File: config.mk
export PLATFORM = sky130hd
export DESIGN_NAME = cozy_muldiv
export DESIGN_NICKNAME = d
export VERILOG_FILES = /design/src/rtl/cozy_muldiv_pkg.sv /design/src/rtl/cozy_muldiv_step.sv /design/src/rtl/cozy_muldiv.sv
export SDC_FILE = /design/constraint.sdc
export NUM_CORES = 1
export LEC_CHECK = 0
export ABC_CLOCK_PERIOD_IN_PS = 3330
export BUFFER_PORTS_ARGS = -buffer_cell sky130_fd_sc_hd__clkbuf_2
export CORE_MARGIN = 1.5
export CORE_UTILIZATION = 59
export CTS_BUF_LIST = sky130_fd_sc_hd__clkbuf_16
export DETAILED_ROUTE_END_ITERATION = 12
export HOLD_SLACK_MARGIN = 0.03
export PLACE_DENSITY = 0.83
export SLEW_MARGIN = 20
export SYNTH_ARGS = -nofsm -noshare
export SYNTH_HDL_FRONTEND = slang
export SYNTH_SLANG_ARGS = --single-unit
export TNS_END_PERCENT = 50
File: constraint.sdc
create_clock -name clk -period 3.33 [get_ports clk]
set_clock_uncertainty 0.15 [all_clocks]
set_input_delay 0.4995 -clock clk [delete_from_list [all_inputs] [get_ports clk]]
set_output_delay 0.4995 -clock clk [all_outputs]
set_load 0.05 [all_outputs]
File: src/rtl/cozy_muldiv_pkg.sv
// Shared definitions for the cozy multiply/divide unit: op encodings,
// sequencer states and small op-decoding helpers used by the decoder too.
package cozy_muldiv_pkg;

    localparam logic [1:0] COZY_MD_MULL = 2'b00;
    localparam logic [1:0] COZY_MD_MULH = 2'b01;
    localparam logic [1:0] COZY_MD_DIVU = 2'b10;
    localparam logic [1:0] COZY_MD_REMU = 2'b11;

    typedef enum logic [1:0] {
        ST_IDLE = 2'b00,
        ST_RUN  = 2'b01,
        ST_DONE = 2'b10
    } md_state_t;

    // Upper op bit selects the divide datapath.
    function automatic logic md_is_div(input logic [1:0] op);
        return op[1];
    endfunction

    // Lower op bit selects the high register half (MULH product / REMU remainder).
    function automatic logic md_take_high(input logic [1:0] op);
        return op[0];
    endfunction

endpackage

File: src/rtl/cozy_muldiv_step.sv
// One iteration of the shared shift datapath.
// Multiply: {hi,lo} holds the partial product with the multiplier in lo;
//           add the multiplicand when lo[0] is set, then shift right.
// Divide:   hi is the partial remainder, lo the dividend/quotient;
//           shift one dividend bit in, trial-subtract, shift the quotient bit in.
module cozy_muldiv_step #(
    parameter int WIDTH = 16
) (
    input  logic             is_div,
    input  logic [WIDTH-1:0] hi,
    input  logic [WIDTH-1:0] lo,
    input  logic [WIDTH-1:0] m,
    output logic [WIDTH-1:0] next_hi,
    output logic [WIDTH-1:0] next_lo
);

    logic [WIDTH:0]   sum;
    logic [WIDTH:0]   trial;
    logic [WIDTH-1:0] diff;
    logic             fits;

    // Compute both iteration flavours and pick one by the op bit.
    always_comb begin
        sum   = {1'b0, hi} + (lo[0] ? {1'b0, m} : {(WIDTH+1){1'b0}});
        trial = {hi, lo[WIDTH-1]};
        fits  = (trial >= {1'b0, m});
        // When the trial fits the difference is below m, so WIDTH bits suffice.
        diff  = trial[WIDTH-1:0] - m;
        if (is_div) begin
            next_hi = fits ? diff : trial[WIDTH-1:0];
            next_lo = {lo[WIDTH-2:0], fits};
        end else begin
            next_hi = sum[WIDTH:1];
            next_lo = {sum[0], lo[WIDTH-1:1]};
        end
    end

endmodule

File: src/rtl/cozy_muldiv.sv
// Iterative unsigned multiply/divide unit for the cozy execute stage.
// Fixed latency of WIDTH+1 cycles from the accepting edge to the done cycle;
// the result is written back through wb_sel/wb_we for exactly one cycle.
module cozy_muldiv
    import cozy_muldiv_pkg::*;
#(
    parameter int WIDTH = 16,
    parameter int SEL_W = 4
) (
    input  logic             clk,
    input  logic             rst,
    input  logic             start,
    input  logic [1:0]       op,
    input  logic [WIDTH-1:0] a,
    input  logic [WIDTH-1:0] b,
    input  logic [SEL_W-1:0] dst_sel,
    output logic             busy,
    output logic             done,
    output logic [WIDTH-1:0] result,
    output logic [SEL_W-1:0] wb_sel,
    output logic             wb_we
);

    localparam int              CNT_W = $clog2(WIDTH + 1);
    localparam logic [CNT_W-1:0] LAST = CNT_W'(WIDTH);

    md_state_t        state;
    logic [CNT_W-1:0] cnt;
    logic [1:0]       op_q;
    logic [WIDTH-1:0] hi_q;
    logic [WIDTH-1:0] lo_q;
    logic [WIDTH-1:0] m_q;
    logic [WIDTH-1:0] step_hi;
    logic [WIDTH-1:0] step_lo;

    cozy_muldiv_step #(.WIDTH(WIDTH)) u_step (
        .is_div  (md_is_div(op_q)),
        .hi      (hi_q),
        .lo      (lo_q),
        .m       (m_q),
        .next_hi (step_hi),
        .next_lo (step_lo)
    );

    // Sequencer, iteration counter, datapath registers and registered outputs.
    always_ff @(posedge clk) begin
        if (rst) begin
            state  <= ST_IDLE;
            cnt    <= {CNT_W{1'b0}};
            op_q   <= 2'b00;
            hi_q   <= {WIDTH{1'b0}};
            lo_q   <= {WIDTH{1'b0}};
            m_q    <= {WIDTH{1'b0}};
            busy   <= 1'b0;
            done   <= 1'b0;
            wb_we  <= 1'b0;
            result <= {WIDTH{1'b0}};
            wb_sel <= {SEL_W{1'b0}};
        end else begin
            done  <= 1'b0;
            wb_we <= 1'b0;
            case (state)
                ST_IDLE, ST_DONE: begin
                    if (start) begin
                        // Multiply keeps the multiplier in lo; divide keeps the dividend there.
                        state  <= ST_RUN;
                        busy   <= 1'b1;
                        cnt    <= {CNT_W{1'b0}};
                        op_q   <= op;
                        hi_q   <= {WIDTH{1'b0}};
                        lo_q   <= md_is_div(op) ? a : b;
                        m_q    <= md_is_div(op) ? b : a;
                        wb_sel <= dst_sel;
                    end else begin
                        state <= ST_IDLE;
                        busy  <= 1'b0;
                    end
                end
                ST_RUN: begin
                    if (cnt == LAST) begin
                        // All iterations done; publish the selected half.
                        state  <= ST_DONE;
                        busy   <= 1'b0;
                        done   <= 1'b1;
                        wb_we  <= 1'b1;
                        result <= md_take_high(op_q) ? hi_q : lo_q;
                    end else begin
                        hi_q <= step_hi;
                        lo_q <= step_lo;
                        cnt  <= cnt + {{(CNT_W-1){1'b0}}, 1'b1};
                    end
                end
                default: begin
                    state <= ST_IDLE;
                    busy  <= 1'b0;
                end
            endcase
        end
    end

endmodule

==> results by group <==
Critical path
  – WP data required: 3.39 ns
  – Critical path endpoint category: flip-flop
  – Reg2Reg Setup Slack: 0.32 ns
  – CP most frequent cell: o21ai_1
  – CP arrival: 3.07 ns
  – CP max-delay cell: dfxtp_1
  – Reg2Reg Depth: 12
  – Startpoint Class: flip-flop
  – RR Startpoint: lo_q[0]
  – Crit Path Category: flip-flop to flip-flop
  – RR Endpoint: hi_q[15]
  – Crit-path max cell delay: 0.44 ns
  – Worst-path cell chain: and2_1, ha_1, inv_1, fa_1, nor2b_1, o21ai_1, o21ai_1, a211o_1, a31oi_1, o22ai_1, o31ai_1, o211ai_1
  – Crit Path Max Fanout: 13

Timing
  – Fin crit period: 3.01 ns
  – Slew Viols, Final: 0
  – Unrepaired setup endpoints after global routing: false
  – Final setup viols: 0
  – Worst Tran Pin Value: 1.03 ns
  – TNS Setup: 0 ns
  – Highest clock rate: 0.332 GHz
  – Final period util: 0.905
  – Final Hold Viols: 0
  – Slew margin rel.: 0.313
  – Hold Slack: 0.230 ns

Synthesis
  – Number of synthesized flops with an enable pin: 0
  – Largest cells by area after synthesis: dfxtp_1 (29%), mux2i_1 (10%), a211oi_1 (8.8%), ha_1 (8.0%), nor2_1 (5.1%)
  – #FFs+latches synth: 78
  – Cell Area, Synth: 0.00535 mm^2
  – Synthesis Warnings: 0
  – Yosys top cell by area: dfxtp_1
  – Syn_nets: 729
  – Yosys top cell area share: 0.292
  – Distinct cells, synth: 58
  – Sequential share of the synthesized area: 0.292
  – Mean Syn Cell Area: 8.20 um^2
  – Most frequent cell after synthesis: dfxtp_1
  – Ys flop type: dfxtp_1
  – Async SR Flop Fraction: 0
  – Cells after Synth: 652
  – Top post-synthesis cells by count: dfxtp_1 (78), nor2_1 (73), a211oi_1 (63)

Drt
  – Drc violations: 0
  – Vias/cell: 6.22
  – Antenna Violating Nets Remaining: 0
  – Wire length per cell: 17.8 um
  – 1st-iter DRT viols: 386
  – Vias: 5028
  – Drt first pass iters: 5
  – Detailed Route WL: 14400 um

GRT
  – GRT Util Overall: 0.302
  – Global-route wire length before repair: 23400 um
  – Initial antenna violation count: 0
  – Vias in the first global route: 4718
  – Largest net degree at the start of global routing: 49
  – Overflow left after global routing: 0

Die
  – Die area: 0.00964 mm^2
  – Core Rows: 34
  – Core ar.: 0.00876 mm^2
  – Chip Height: 98.2 um
  – Die width: 98.2 um
  – Ports: 64
  – Starting Density: 0.610

Power
  – Power per cell area: 425 mW/mm^2
  – Leakage power: 2.55 nW
  – Peak VDD IR: 0.269 mV
  – Pwr Total: 2.54 mW

Placement
  – DP Area: 0.00572 mm^2
  – GP Congestion: 0.936
  – Post-DP HPWL: 11000 um
  – IO Port Bufs: 63

Clock tree
  – Postcts setup bufs: 0
  – Worst skew pair latency: 0.34 ns
  – CTS resizes: 0
  – TritonCTS Buffers: 9
  – CTS clk-pin slew, worst paths: 0.06 ns
  – CTS tree: done
  – H-tree Lvls: 3
  – Root Driver: clkbuf_16
  – CTS Buffer Depth: 2
  – # clock sinks: 78
  – # hold bufs at CTS: 0

Layout
  – Fillers: 727
  – Diode count: 0
  – Area Overhead vs Synth: 11.9%
  – Final design utilization: 0.683
  – Final instance area: 0.00598 mm^2
  – Layout cells sized above 1: 0.147
  – Final #Nets: 774

Outcome
  – Status: finished, final reports clean

Worst hold path
  – HP Class: input port to flip-flop
  – Hold endpoint: wb_sel[0]
  – Hold_sp: dst_sel[0]
  – Hold path depth: 3

Run
  – Max Cap Viol: 0
[routing by layer]
metal,global-route usage,share of wire,vias to the layer above
met5,0,0,-
met3,0.0379,0.067,34
met1,0.401,0.43,2326
met4,0.122,0.028,0
li1,-,-,2447
met2,0.498,0.47,221
[sequential cells by signal, summed over array words and instances (netlist names)]
name,count
cnt,5
hi_q,16
lo_q,16
m_q,16
op_q,2
result,16
state,2
wb_sel,4
wb_we,1
[cell families (layout without fill, tap and decap cells)]
family	after synthesis	after routing	synth area share
adders and majority gates	36	36	0.0871
buffers and inverters	78	127	0.0580
AOI/OAI and AO/OA	195	195	0.249
and+or+nand+nor	183	183	0.167
xor gates and xnor gates	27	27	0.0442
DFF	78	78	0.292
muxes	55	55	0.103
[cells in the final DEF (no fill, tap or decap), types with 13 or more instances in the layout]
master	synthesis	layout
a211oi_1	63	63
xnor2_1	15	15
nand3_1	13	13
nor2b_1	23	21
a21oi_1	51	51
dfxtp_1	78	78
mux2i_1	55	55
and2_1	19	19
clkbuf_2	0	63
nor2_1	73	72
o21ai_1	18	18
ha_1	34	34
nand2_1	32	32
inv_1	38	39
[worst max path at each step]
stage            start        to  slack, ns  cells after the start
5_1_grt        lo_q[0]  hi_q[14]       0.08                     11
3_3_place_gp   lo_q[0]  hi_q[15]       0.48                     12
6_report       lo_q[0]  hi_q[15]       0.32                     12
3_5_place_dp   lo_q[0]  hi_q[14]       0.40                     11
4_1_cts        lo_q[0]  hi_q[14]       0.36                     11
2_1_floorplan  lo_q[0]  hi_q[14]       0.47                     13
[layout make-up]
cell class	instances	area, um^2	share of cell area
well taps	108	135	0.0226
repair buffers	74	398	0.0665
inverters	38	143	0.0238
multi-input cells	496	3480	0.582
clock buffers	9	225	0.0376
clock inverters	6	40.0	0.00669
flip-flops and latches	78	1560	0.261
[metrics by stage]
step	cells	worst slack [ns]
6_report	809	0.317
5_1_grt	809	0.0816
4_1_cts	809	0.357
3_5_place_dp	794	0.399
3_3_place_gp	794	0.479
2_1_floorplan	652	0.474
[critical path, delay by kind of cell, from the launching register on]
family,cells,cell delay (ns)
AO/OA/AOI/OAI,7,1.53
adder cells (fa/ha/maj),2,0.39
flip-flops,1,0.44
buffers and inverters,1,0.07
AND/OR/NAND/NOR,2,0.28
[report_power, final]
part	internal [mW]	switching, mW
Combinational	0.237	0.354
Sequential	0.981	0.0713
Clock	0.500	0.400
Note: power is estimated with default switching activity, not from simulation.
